**config.mk**
```make
export PLATFORM = sky130hd
export DESIGN_NAME = mp_add_sequencer
export DESIGN_NICKNAME = d
export VERILOG_FILES = /design/src/rtl/mp_add_pkg.sv /design/src/rtl/carry_increment_32bits.sv /design/src/rtl/mp_add_sequencer.sv
export SDC_FILE = /design/constraint.sdc
export NUM_CORES = 1
export LEC_CHECK = 0
export ABC_AREA = 1
export CAP_MARGIN = 25
export CORE_ASPECT_RATIO = 0.75
export CORE_MARGIN = 5
export CORE_UTILIZATION = 52
export CTS_CLUSTER_SIZE = 25
export DETAILED_ROUTE_END_ITERATION = 6
export HOLD_SLACK_MARGIN = 0.1
export PLACE_DENSITY = 0.87
export SYNTH_ARGS = -nofsm -noshare
export SYNTH_HDL_FRONTEND = slang
export SYNTH_SLANG_ARGS = --single-unit
```
**constraint.sdc**
```tcl
create_clock -name clk -period 5.4 [get_ports clk]
set_clock_uncertainty 0.15 [all_clocks]
set_input_delay 0.54 -clock clk [delete_from_list [all_inputs] [get_ports clk]]
set_output_delay 0.54 -clock clk [all_outputs]
set_load 0.1 [all_outputs]
```
**src/rtl/mp_add_pkg.sv**
```systemverilog
// mp_add_pkg: shared state type, default sizes and index-width helper for the wide-add sequencer
package mp_add_pkg;

    typedef enum logic [1:0] {IDLE, RUN, DONE} mp_state_e;

    localparam int WORD_W_DEF = 32;
    localparam int NWORDS_DEF = 4;

    function automatic int idx_w(input int n);
        return $clog2(n);
    endfunction

endpackage

```
**src/rtl/carry_increment_32bits.sv**
```systemverilog
// carry_increment_32bits: carry-increment adder; each 8-bit block precomputes a+b, then is bumped by its incoming carry
module carry_increment_32bits #(
    parameter int WIDTH = 32
) (
    input  logic [WIDTH-1:0] a,
    input  logic [WIDTH-1:0] b,
    input  logic             cin,
    output logic [WIDTH-1:0] s,
    output logic             cout
);

    localparam int BLK = 8;
    localparam int NB  = WIDTH / BLK;

    logic [NB:0] c;

    assign c[0] = cin;

    for (genvar g = 0; g < NB; g++) begin : g_blk
        logic [BLK:0] raw;
        assign raw            = {1'b0, a[g*BLK +: BLK]} + {1'b0, b[g*BLK +: BLK]};
        assign s[g*BLK +: BLK] = raw[BLK-1:0] + {{(BLK-1){1'b0}}, c[g]};
        assign c[g+1]         = raw[BLK] | (c[g] & (&raw[BLK-1:0]));
    end

    assign cout = c[NB];

endmodule

```
**src/rtl/mp_add_sequencer.sv**
```systemverilog
// mp_add_sequencer: wide A+B+cin, one WORD_W slice per cycle LSW first on a shared adder; MP_ADD_SUB_EN adds in_sub (A-B)
module mp_add_sequencer
    import mp_add_pkg::*;
#(
    parameter int WORD_W = WORD_W_DEF,
    parameter int NWORDS = NWORDS_DEF
) (
    input  logic                     clk,
    input  logic                     rst_n,
    input  logic                     in_valid,
    output logic                     in_ready,
    input  logic [NWORDS*WORD_W-1:0] in_a,
    input  logic [NWORDS*WORD_W-1:0] in_b,
    input  logic                     in_cin,
`ifdef MP_ADD_SUB_EN
    input  logic                     in_sub,
`endif
    output logic                     out_valid,
    input  logic                     out_ready,
    output logic [NWORDS*WORD_W-1:0] out_sum,
    output logic                     out_cout,
    output logic                     busy
);

    localparam int OW = NWORDS * WORD_W;
    localparam int IW = idx_w(NWORDS);

    mp_state_e         state, state_nx;
    logic [IW-1:0]     idx;
    logic              carry;
    logic [OW-1:0]     a_r, b_r, sum_r;
    logic [WORD_W-1:0] s;
    logic              co, last, accept, sub;

`ifdef MP_ADD_SUB_EN
    assign sub = in_sub;
`else
    assign sub = 1'b0;
`endif

    assign last    = idx == IW'(NWORDS - 1);
    assign accept  = in_valid & in_ready;
    assign out_sum = sum_r;

    carry_increment_32bits #(.WIDTH(WORD_W)) u_add (
        .a   (a_r[idx*WORD_W +: WORD_W]),
        .b   (b_r[idx*WORD_W +: WORD_W]),
        .cin (carry),
        .s   (s),
        .cout(co)
    );

    // state register
    always_ff @(posedge clk or negedge rst_n) begin
        if (!rst_n) state <= IDLE;
        else        state <= state_nx;
    end

    // next state and handshake outputs
    always_comb begin
        state_nx  = state;
        in_ready  = state == IDLE;
        out_valid = state == DONE;
        busy      = state != IDLE;
        if (state == IDLE && in_valid)  state_nx = RUN;
        if (state == RUN && last)       state_nx = DONE;
        if (state == DONE && out_ready) state_nx = IDLE;
    end

    // operand latch, per-slice sum write-back and carry chaining; subtraction is A + ~B + 1
    always_ff @(posedge clk or negedge rst_n) begin
        if (!rst_n) begin
            idx      <= '0;
            carry    <= 1'b0;
            a_r      <= '0;
            b_r      <= '0;
            sum_r    <= '0;
            out_cout <= 1'b0;
        end else if (accept) begin
            a_r   <= in_a;
            b_r   <= sub ? ~in_b : in_b;
            carry <= sub | in_cin;
            idx   <= '0;
        end else if (state == RUN) begin
            sum_r[idx*WORD_W +: WORD_W] <= s;
            carry <= co;
            idx   <= last ? idx : idx + 1'b1;
            if (last) out_cout <= co;
        end
    end

endmodule
```
* Word-level counts from Yosys, hierarchy flattened
Index checks and enable logic that the tools add are counted.
Widths: inputs -> output; s select.
** Operators by class
- $add $sub $neg :: 10
- Equality and inequality tests :: 4
- Shift operators :: 4
- Multiplexer cells :: 9
- Bitwise logic cells :: 10
- Reduce and logical (&&, ||, !) cells :: 14
** Operators with widths (number)
- $shiftx 128x8->32 :: 2
- $bwmux 128 :: 1
- $shift 32x34->128 const A :: 1
- $shiftx 32x34->128 :: 1
- $add 8x8->9 :: 4
- $neg 7->34 :: 1
- $add 8x1->8 :: 4
- $reduce_and 8->1 :: 4
- $mux 2 :: 6
- $and 1x1->1 :: 5
- $eq 2x2->1 const B :: 2
- $or 1x1->1 :: 4
- $reduce_and 2->1 :: 2
- $reduce_bool 2->1 :: 2
- $logic_and 1x1->1 :: 3
- $reduce_and 3->1 :: 1
- $reduce_bool 3->1 :: 1
- $add 2x1->2 const B :: 1
- $eq 2x1->1 const B :: 1
- $logic_not 2->1 :: 1
- $mux 1 :: 2
- $ne 2x1->1 const B :: 1
- $not 1->1 :: 1
** Word-level totals
- Bits in registers :: 390
- Input bits :: 261
- Output and inout port bits :: 132
- Word-level logic and storage cells :: 58

* Depth between registers and ports, before layout
Gate-level depths: netlist of run 1.
- Depth in word-level cells :: 13
- Depth in mapped cells :: 34
- Mapped depth without buffers :: 31

* Hierarchy
From an unflattened synthesis of run 1, not the netlist that was laid out.
** Second synthesis, totals
- Cells, all modules :: 2549
- Area total of the unflattened synthesis :: 19750.2 um2
** By module, submodules not included
- mp_add_sequencer :: instances 1, cells an instance 2233, area an instance 17793.3 um2, seq. area each 9759.4 um2
- carry_increment_32bits :: instances 1, cells an instance 316, area an instance 1956.9 um2, seq. area each 0.0 um2

* Least setup slack after synthesis of run 1
Ideal clock, no wire load.
- Kind :: flip-flop to flip-flop
- Start point :: register idx[0]
- End point :: register sum_r[54], in the netlist out_sum[54]
- Setup time :: 0.120 ns
- Arrival :: 3.895 ns
- Slack :: 1.235 ns
- Cell stages (with the launch flop) :: 27
- Period minus slack after synthesis :: 4.165 ns
- Path through :: dfrtp_1 buf_2 inv_1 clkbuf_1 clkbuf_1 nor2_1 o22ai_1 ha_1 inv_1 fa_1 xnor2_1 inv_1 nor2_4 nand3_1 nor2_1 nand2_1 nand2_2 ha_1 ha_1 nand3_2 nor2_1 nand2_2 xor2_2 nand2_1 nor2_2 nand2_1 nand2_1
** Between the ends
- Longest elaborated chain between the ends :: 12
- Elaborated cells between the ends (all ways) :: 23
- Those cells by class :: 9 x add/sub; 4 x shift; 1 x mux; 6 x bitwise; 3 x reduce/logical
** Ends and longest elaborated chain
- start, declared :: line mp_add_sequencer.sv:29 : logic [IW-1:0] idx;
- start signal, assigned :: line mp_add_sequencer.sv:87 : idx <= last ? idx : idx + 1'b1;
- $shiftx 128x8->32, on equally long branches :: line mp_add_sequencer.sv:46, mp_add_sequencer.sv:47
- $add 8x8->9 :: line carry_increment_32bits.sv:21 : assign raw = {1'b0, a[g*BLK +: BLK]} + {1'b0, b[g*BLK +: BLK]};
- $reduce_and 8->1 :: line carry_increment_32bits.sv:23 : assign c[g+1] = raw[BLK] | (c[g] & (&raw[BLK-1:0]));
- $and 1x1->1 :: line carry_increment_32bits.sv:23
- $or 1x1->1 :: line carry_increment_32bits.sv:23
- $and 1x1->1 :: line carry_increment_32bits.sv:23
- $or 1x1->1 :: line carry_increment_32bits.sv:23
- $and 1x1->1 :: line carry_increment_32bits.sv:23
- $or 1x1->1 :: line carry_increment_32bits.sv:23
- $add 8x1->8 :: line carry_increment_32bits.sv:22 : assign s[g*BLK +: BLK] = raw[BLK-1:0] + {{(BLK-1){1'b0}}, c[g]};
- $shiftx 32x34->128 :: line mp_add_sequencer.sv:85 : sum_r[idx*WORD_W +: WORD_W] <= s;
- $bwmux 128 (*) :: line mp_add_sequencer.sv:85
- end signal, assigned by index :: line mp_add_sequencer.sv:85
- end, declared :: line mp_add_sequencer.sv:31 : logic [OW-1:0] a_r, b_r, sum_r;
Mark *: on every way between the ends. The rest lies on a longest branch, timed or not.
A chain may end at the register's enable or synchronous reset.

* Worst setup path after layout of run 1
- Start point :: register idx[0]
- End point :: register sum_r[53], in the netlist out_sum[53]
Same word-level chain as after synthesis.

==> results of run 1 <==
worst min-delay path: stages (launching register included):
cell and delay, ns:
dfrtp_1 0.34, nand2_1 0.05, nand2_1 0.05
cell families (layout without fill, tap and decap cells):
kind of cell	count (synthesis)	count (layout)	share of synthesized area, %
and+or+nand+nor	1255	1255	26.44
DFF	390	390	52.48
AOI/OAI and AO/OA	368	368	11.12
buffers and inverters	227	582	4.764
adders and majority gates	49	49	3.459
xor gates and xnor gates	31	31	1.743
other	0	1	0
final timing paths:
check | start | slack (ns) | endpoint
worst max-delay path | idx[0] | 0.57 | out_sum[53]
worst min-delay path | a_r[93] | 0.32 | a_r[93]
worst max register to register | idx[0] | 0.57 | out_sum[53]
worst min register to register | a_r[93] | 0.32 | a_r[93]
max in group asynchronous | rst_n | 3.22 | out_sum[112]
min in group asynchronous | rst_n | 0.58 | a_r[7]
sequential cells by signal, indices dropped and copies added, names as in the netlist:
register  cells
b_r         128
out_cout      1
a_r         128
idx           2
out_sum     128
state         2
carry         1
layout by cell type, fill, tap and decap left out, types with 3 or more instances in the layout:
master and count:
xor2_1 12, clkbuf_8 13, o21ai_0 224, xor2_2 5, nand4_1 9, buf_4 16
a32oi_1 4, nand3_1 40, clkinv_2 3, a22o_1 17, nor2_1 161, o21ai_1 24
nand2_2 6, ha_1 45, inv_2 13, nand3b_1 3, a32o_1 8, a21oi_1 22
nand2_1 1009, inv_1 81, fa_1 4, clkdlybuf4s50_1 391, nand3_2 6, dfrtp_1 388
clkbuf_1 7, nor2_4 4, o22ai_1 60, nor2_2 11, o31ai_1 3, xnor2_1 12
clkbuf_16 41, clkinvlp_4 4, nor3_1 3, buf_12 4
power groups by stage:
stage          clock [uW]  combinational (uW)  sequential [uW]
4_1_cts              2810                 261             2920
3_5_place_dp            0                 258             2980
2_1_floorplan           0             0.00298             2980
6_report             2790                 258             2920
5_1_grt              2920                 279             2920
3_3_place_gp            0                 256             2980
cell type report:
cell class / instances / area [um^2] / area share [%]
diodes: 1 / 2.502 / 0.01036
clock buffers: 61 / 1231 / 5.096
clock inverters: 10 / 92.59 / 0.3832
inverters: 97 / 371.6 / 1.538
multi-input cells: 1703 / 7963 / 32.96
flip-flops and latches: 390 / 9764 / 40.41
well taps: 465 / 581.8 / 2.408
repair buffers: 414 / 4154 / 17.19
layer usage:
metal	part of all wire, %	up-vias	GRT usage [%]
met4	3.7	0	9.826
li1	-	8054	-
met1	40	8361	38.27
met3	7.7	175	5.109
met5	0	-	0
met2	49	896	48.92
per-stage QoR:
step                      utilization [%]  hold WS [ns]  power, uW  cells
after floorplan                         -       0.09441       2977   2320
after global placement              64.10        0.3053       3232   3067
after detailed placement            64.10        0.3099       3234   3067
after CTS                           67.85        0.3272       5988   3139
after global routing                67.90        0.3417       6118   3141
final                               67.90        0.3243       5966   3141
what timing repair did:
item                       4_1_cts  5_1_grt
hold endpoints to repair       132        0
hold buffers                     1        0
setup endpoints to repair        0        0
resized for setup                0        0
==> metrics.md, run 1 <==
| Metric | Value |
|---|---|
| Setup crit end kind | flip-flop |
| Initial core utilization | 52.26% |
| Routed vias | 17,490 |
| Syn_area_per_cell | 8.015 um^2 |
| Vias in the first global route | 17,750 |
| Register area share after synthesis | 52.48% |
| Filler cells | roughly 2,700 |
| Worst-Margin Slew | 1.049 ns |
| Clk buf depth | 3 |
| YS warnings | 0 |
| Power density cells | between 200 and 250 nW/um^2 |
| Mapped Cells | 2,320 |
| Logic gate share of total power | 4.3% |
| Area Growth Syn to Fin | 29.93% |
| Fin area | 24,160 um^2 |
| Clk root buf | clkbuf_16 |
| Synth Register Bits | 390 |
| Port bufs | 392 |
| Clock power frac | 46.7% |
| Core Region | 35,580 um^2 |
| Peak VDD IR | ~0.17 mV |
| CP top delay family | simple AND/OR/NAND/NOR gates |
| Global-route wire length before repair | 94,260 um |
| Reg power frac | 49.0% |
| Post-CTS setup buffers | 0 |
| Setup ws final | 0.5655 ns |
| WP data required | 5.65 ns |
| Post-Syn Area | 18,600 um^2 |
| CP Buf/Inv Count | 5 |
| Status | completed |
| Switching Fraction | 21.05% |
| Synth area leaders | dfrtp_1 (52%), nand2_1 (20%), o21ai_0 (6.0%) |
| WL/cell | 18.55 um |
| Rel. slew slack | about 30% |
| Slowest-stage cell, CP | buf_12 |
| # DRC | 0 |
| H-tree depth | 2 |
| Antenna-violating nets left | 0 |
| Post-synth EDFFs | 0 |
| Overall routed net length | 58,280 um |
| Most frequent cells after synthesis | nand2_1 (1,010), dfrtp_1 (390), o21ai_0 (224), nor2_1 (161), clkbuf_1 (96) |
| Num rows | 60 |
| Crit Path Class | reg2reg |
| Clock period minus worst slack | 4.835 ns |
| Syn nets | 2,630 |
| Post-synth ARST share | 100.0% |
| Max incr delay on CP | 0.50 ns |
| Slew Viols, Final | 0 |
| Int Pwr | 4710 uW |
| Crit path max fanout | 165 |
| Chip Height | 173.8 um |
| Placed inst area | 22,810 um^2 |
| Antenna violations before repair | 1 |
| Reg2Reg Depth | 26 |
| Nets | 2,955 |
| Total CTS buffers | 39 |
| Leakage | approximately 0.012 uW |
| CP arrival | 5.08 ns |
| Hold Path Cell Cnt | 2 |
| GR Util All Layers | between 20% and 30% |
| Final cycle utilization of the critical path | 89.53% |
| Cell count along the critical path | 26 |
| Final setup vio count | 0 |
| CP most frequent cell | nand2_1 |
| Dpl ws | 0.7368 ns |
| Setup_tns | 0 ns |
| Worst skew pair latency | 0.54 ns |
| Final hold violation count | 0 |
| Vias/cell | around 5.6 |
| DP HPWL | 40,540 um |
| Yosys cell types | 38 |
| Drt first-iter violations | 1,902 |
| RSZ-0062 raised after global routing | false |
| Placer Congestion | around 0.9 |
| Io pins | 393 |
| Fmax | around 210 MHz |
| Synth top area share | 52.48% |
| Clk slew on worst S/H paths | 0.07 ns |
| Crit path launch type | flip-flop |
| DRT Pass-1 Iters | 6 |
| Max-cap violations | 0 |
| Die width | approximately 230 um |
| Most instantiated library cell after synthesis | nand2_1 |
| Largest net degree at the start of global routing | 166 |
| Worst min-delay path category | reg2reg |
| Largest area contributor in the netlist | dfrtp_1 |
| Total grt overflow | 0 |
| CTS tree | done |
| NetSw | 1256 uW |
| Clk sinks | 390 |
| Ys flop type | dfrtp_1 |
| DIE AREA | ~40,000 um^2 |
| Layout cell share with drive strength beyond 1 | 5.308% |
(Power assumes the default switching activity.)
==> inputs of run 2 (changes only) <==
- ABC_AREA: 1 -> not set
- CORE_UTILIZATION: 52 -> 51
- CTS_CLUSTER_SIZE: 25 -> 14
- PLACE_DENSITY: 0.87 -> 0.86
==> run 2 against run 1 <==
Via count is 29% lower. Worst hold slack improved by 0.0087 ns. Clock-buffer cell count down 4. Critical path depth down 7. Die area fell by 2.1%. Maximum frequency is 2.1% lower. Cell count decreased by 32%. Core utilization increased by 0.073 points. Critical path type unchanged.
==> metrics.md, run 2 <==
| Metric | Value |
|---|---|
| Status | completed |
| Setup_tns | 0 ns |
| Fmax | a little over 200 MHz |
| Clk sinks | 390 |
| Mapped Cells | 1,267 |
| Total grt overflow | 0 |
| CP arrival | 5.20 ns |
| Die width | 226.0 um |
| Placer Congestion | 0.8778 |
| Commonest cells after routing, fill and taps aside | clkdlybuf4s50_1 (391), dfrtp_1 (388), mux2_2 (256) |
| Initial core utilization | 51.53% |
| CTS tree | done |
| Clk root buf | clkbuf_16 |
| Routed vias | 12,440 |
| Final hold violation count | 0 |
| Post-synth ARST share | 100.0% |
| Num rows | 59 |
| CP most frequent cell | ha_1 |
| Register area share after synthesis | 54.71% |
| YS warnings | 0 |
| Clk slew on worst S/H paths | 0.06 ns |
| Worst skew pair latency | 0.54 ns |
| H-tree depth | 2 |
| Nets | 1,962 |
| Total CTS buffers | 39 |
| DP HPWL | ~38,000 um |
| Vias/cell | 5.802 |
| Most frequent cells after synthesis | dfrtp_1 (390), mux2_2 (256), nand2_1 (79), o21ai_0 (75), a22o_1 (70) |
| Synth area leaders | dfrtp_1 (55%), mux2_2 (16%), mux4_2 (8.1%) |
| Io pins | roughly 400 |
| Post-Syn Area | 17,840 um^2 |
| Cts repair resizes | 0 |
| Largest net degree at the start of global routing | 142 |
| Area Growth Syn to Fin | 31.91% |
| Vias in the first global route | ~13,000 |
| Drt first-iter violations | 1,056 |
| Synth top area share | 54.71% |
| GR Util All Layers | 26.07% |
| Clock period minus worst slack | 4.938 ns |
| Antenna-violating nets left | 0 |
| Crit Path Class | reg2reg |
| Core Region | 34,620 um^2 |
| Synth Register Bits | 390 |
| DRT Pass-1 Iters | 4 |
| Worst-Margin Slew | 1.065 ns |
| DIE AREA | 38,860 um^2 |
| Crit path max fanout | 21 |
| Worst min-delay path category | reg2reg |
| Most instantiated library cell after synthesis | dfrtp_1 |
| Overall routed net length | 51,210 um |
| WL/cell | approximately 24 um |
| Chip Height | 172.0 um |
| Post-CTS setup buffers | 0 |
| Most common cell after layout, fill and taps aside | clkdlybuf4s50_1 |
| Final setup vio count | 0 |
| CP top delay family | simple AND/OR/NAND/NOR gates |
| Critical path, cell by cell | buf_4 > mux4_2 > ha_1 > inv_1 > fa_1 > and2b_1 > o211ai_2 > a21oi_1 > a211o_1 > or2_4 > nor4_2 > nand2b_1 > a21o_1 > ha_1 > ha_1 > nand2_1 > nor2_1 > xnor2_1 > a22o_1 |
| Syn_area_per_cell | approximately 14 um^2 |
| Port bufs | 392 |
| Setup crit end kind | flip-flop |
| RSZ-0062 raised after global routing | false |
| Global-route wire length before repair | 78,230 um |
| CP Buf/Inv Count | 2 |
| Layout cell share with drive strength beyond 1 | 25.57% |
| Final cycle utilization of the critical path | about nine tenths |
| Rel. slew slack | 28.75% |
| Slowest-stage cell, CP | dfrtp_4 |
| Syn nets | 1,577 |
| Max-cap violations | 0 |
| Post-synth EDFFs | 0 |
| # DRC | 0 |
| Ys flop type | dfrtp_1 |
| Slew Viols, Final | 0 |
| Yosys cell types | 69 |
| Max incr delay on CP | 0.65 ns |
| Clk buf depth | 3 |
| WP data required | 5.67 ns |
| Antenna violations before repair | 13 |
| Crit path launch type | flip-flop |
| Largest area contributor in the netlist | dfrtp_1 |
==> run 2: cell count changes after synthesis, moves of 64 or more <==
| cell | delta |
|---|---|
| inv_1 | -67 |
| clkbuf_1 | -75 |
| nand2_1 | -931 |
| mux2_2 | +256 |
| o21ai_0 | -149 |
| mux4_2 | +64 |
| nor2_1 | -134 |
==> run 2: metal layers <==
| layer | share of wire (%) | up-vias | routed length [um] | GRT usage, % |
|---|---|---|---|---|
| met1 | 41 | 6365 | 21200 | 35.90 |
| met3 | 8.7 | 84 | 4439 | 6.483 |
| met5 | 0.13 | - | 67 | 0 |
| met4 | 1.8 | 8 | 936 | 6.602 |
| met2 | 48 | 522 | 24570 | 42.35 |
| li1 | - | 5461 | - | - |
==> run 2: cells by family (layout without fill, tap and decap cells) <==
kind of cell	Yosys count	in the layout	share of synthesized area, %
and+or+nand+nor	167	167	4.447
AOI/OAI and AO/OA	212	212	8.557
buffers and inverters	87	498	2.300
muxes	320	320	24.24
other	0	9	0
adders and majority gates	49	49	3.605
DFF	390	390	54.71
xor gates and xnor gates	42	42	2.146
==> run 2: metrics by stage <==
| step | util [%] | hold slack (ns) | std cells | setup slack, ns | instance area, um^2 |
|---|---|---|---|---|---|
| final | 67.97 | 0.3329 | 2144 | 0.4620 | 23530 |
| after detailed placement | 64.15 | 0.3243 | 2067 | 0.4317 | 22210 |
| after global placement | 64.15 | 0.3136 | 2067 | 0.5809 | 22210 |
| after global routing | 67.94 | 0.3642 | 2140 | 0.1096 | 23520 |
| after floorplan | - | 0.09441 | 1267 | 0.7041 | 17840 |
| after CTS | 67.91 | 0.3369 | 2135 | 0.4115 | 23510 |
==> run 2: worst paths after layout <==
kind	startpoint	endpoint	slack (ns)	cells after the start
max	idx[0]	out_sum[30]	0.46	19
min	out_sum[122]	out_sum[122]	0.33	2
max reg2reg	idx[0]	out_sum[30]	0.46	19
min reg2reg	out_sum[122]	out_sum[122]	0.33	2
max in group asynchronous	rst_n	a_r[50]	3.21	3
min in group asynchronous	rst_n	out_sum[81]	0.52	2
==> run 2: what timing repair did <==
item / 4_1_cts / 5_1_grt
endpoints found under the hold margin: 123 / 0
hold buffers: 1 / 0
endpoints found under the setup margin: 0 / 0
==> run 2: final cells by class <==
class	instances	area, um^2
antenna	9	22.52
clock buffer	57	1165
clock inverter	10	123.9
fill	2376	11090
inverter	17	63.81
multi-input combinational	790	7672
sequential	390	9767
tap	457	571.8
timing repair buffer	414	4146
==> run 2: worst min-delay path: cells and delay by family (launching register included) <==
| family | cells | cell delay [ns] |
|---|---|---|
| simple gates | 1 | 0.05 |
| flops | 1 | 0.34 |
| compound gates | 1 | 0.06 |
Power of run 2 is left out: the tool's default activity adds up to more than one toggle a clock period on the data nets, which glitch-free logic cannot reach.
==> inputs of run 3 (changes only) <==
- CORE_ASPECT_RATIO: 0.75 -> 1.75
==> run 3 against run 2 <==
Worst hold slack lost 0.00072 ns. Highest routed layer unchanged. Via count down 0.37%. Core utilization fell by 0.69 points. Sequential share of layout area increased by 0.49 points. Critical path depth down 4. Cell count down 0.47%. Final area shrank 1.2%.
==> metrics.md, run 3 (synthesis results as in run 2) <==
| Metric | Value |
|---|---|
| Status | completed |
| Final hold violation count | 0 |
| Area of the multi-input gates | 7672 um^2 |
| Reg2Reg Capture Point | out_sum[60] |
| H-tree depth | 2 |
| Core Region | 34,570 um^2 |
| # DRC | 0 |
| Max-cap violations | 0 |
| Overall routed net length | around 50,000 um |
| Clk buf depth | 3 |
| WP data required | 5.62 ns |
| Slew Viols, Final | 0 |
| Vias/cell | 5.808 |
| Antenna violations before repair | 18 |
| WL/cell | 23.54 um |
| Layout cell share with drive strength beyond 1 | 24.80% |
| Crit path max fanout | 25 |
| Hold Path Cell Cnt | 2 |
| Final setup vio count | 0 |
| Rel. slew slack | 29.37% |
| Worst-Margin Slew | 1.056 ns |
| Total grt overflow | 0 |
| CP arrival | 5.28 ns |
| Chip Height | ~260 um |
| Die width | approximately 150 um |
| Reg2Reg Depth | 15 |
| Drt first-iter violations | ~660 |
| Clk sinks | 390 |
| Setup_tns | 0 ns |
| Worst skew pair latency | 0.52 ns |
| Num rows | 90 |
| Clk root buf | clkbuf_16 |
| Global-route wire length before repair | 76,070 um |
| Setup crit end kind | flip-flop |
| RSZ-0062 raised after global routing | false |
| Worst Hold Path EP | out_sum[18] |
| R2R Setup Slk | 0.34 ns |
| Worst min-delay path category | reg2reg |
| Nets | just under 2,000 |
| Commonest cells after routing, fill and taps aside | clkdlybuf4s50_1 (391), dfrtp_1 (388), mux2_2 (256) |
| Routed vias | 12,390 |
| Port bufs | roughly 390 |
| Initial core utilization | 51.60% |
| Total CTS buffers | 35 |
| Vias in the first global route | 13,390 |
| Largest net degree at the start of global routing | 156 |
| Critical hold path startpoint | out_sum[18] |
| Fmax | 197.5 MHz |
| Worst reg2reg startpoint | idx[0] |
| Area Growth Syn to Fin | 30.38% |
| Final cycle utilization of the critical path | 93.75% |
| Most common cell after layout, fill and taps aside | clkdlybuf4s50_1 |
| Sequential cell area | 9767 um^2 |
| Crit path launch type | flip-flop |
| Crit Path Class | reg2reg |
| Antenna-violating nets left | 0 |
| Placer Congestion | 0.9273 |
| DRT Pass-1 Iters | 5 |
| Clk slew on worst S/H paths | 0.06 ns |
| Clock period minus worst slack | 5.063 ns |
| DP HPWL | 37,810 um |
| Io pins | 393 |
| Post-CTS setup buffers | 0 |
| CTS tree | done |
| GR Util All Layers | 25.48% |
| Filler cells | 2,424 |
| DIE AREA | about 39,000 um^2 |
-- run 3: metal layers --
layer,wire length (um),share of wire [%],track usage [%],vias up
met2,26960,54,45.02,517
met4,2920,5.8,14.30,10
met5,68,0.14,0,-
met1,17070,34,28.23,6282
li1,-,-,-,5441
met3,3228,6.4,4.859,144
-- run 3: critical path, stage by stage, from the launching register on --
cell and delay (ns):
dfrtp_4 0.70, buf_4 0.47, mux4_2 0.58, ha_1 0.24, fa_1 0.43, a211oi_1 0.37, o21bai_1 0.15, a21oi_1 0.20
xnor2_1 0.23, and4bb_2 0.29, a21o_1 0.12, ha_1 0.17, ha_1 0.21, nand3_1 0.10, xor2_1 0.30, o21ai_0 0.16
-- run 3: how the worst max path moves through the flow --
stage,startpoint,slack (ns),endpoint,cells past startpoint
4_1_cts,idx[0],0.36,out_sum[60],15
6_report,idx[0],0.34,out_sum[60],15
5_1_grt,idx[0],0.06,out_sum[60],15
2_1_floorplan,idx[0],0.70,out_sum[126],21
3_5_place_dp,idx[0],0.38,out_sum[119],17
3_3_place_gp,idx[0],0.54,out_sum[23],17
-- run 3: through the flow --
stage / util (%) / instances / worst slack, ns / area [um^2] / hold WS (ns)
after floorplan: - / 1267 / 0.7041 / 17840 / 0.09441
after global placement: 64.24 / 2069 / 0.5402 / 22210 / 0.3112
after detailed placement: 64.24 / 2069 / 0.3842 / 22210 / 0.3190
after CTS: 67.19 / 2121 / 0.3622 / 23230 / 0.3327
after global routing: 67.27 / 2133 / 0.06058 / 23260 / 0.3639
final: 67.28 / 2134 / 0.3373 / 23260 / 0.3322
-- run 3: layout make-up --
| cell class | count | area share, % |
|---|---|---|
| inverter | 17 | 0.2743 |
| multi-input combinational | 790 | 32.99 |
| sequential | 390 | 41.99 |
| antenna | 13 | 0.1399 |
| tap | 460 | 2.474 |
| clock inverter | 5 | 0.1291 |
| clock buffer | 46 | 4.212 |
| timing repair buffer | 413 | 17.79 |
-- run 3: timing repair --
item | 4_1_cts | 5_1_grt
gates resized for setup | 0 | 0
hold endpoints to repair | 88 | 0
hold buffers | 1 | 0
Power of run 3 is left out for the same reason.
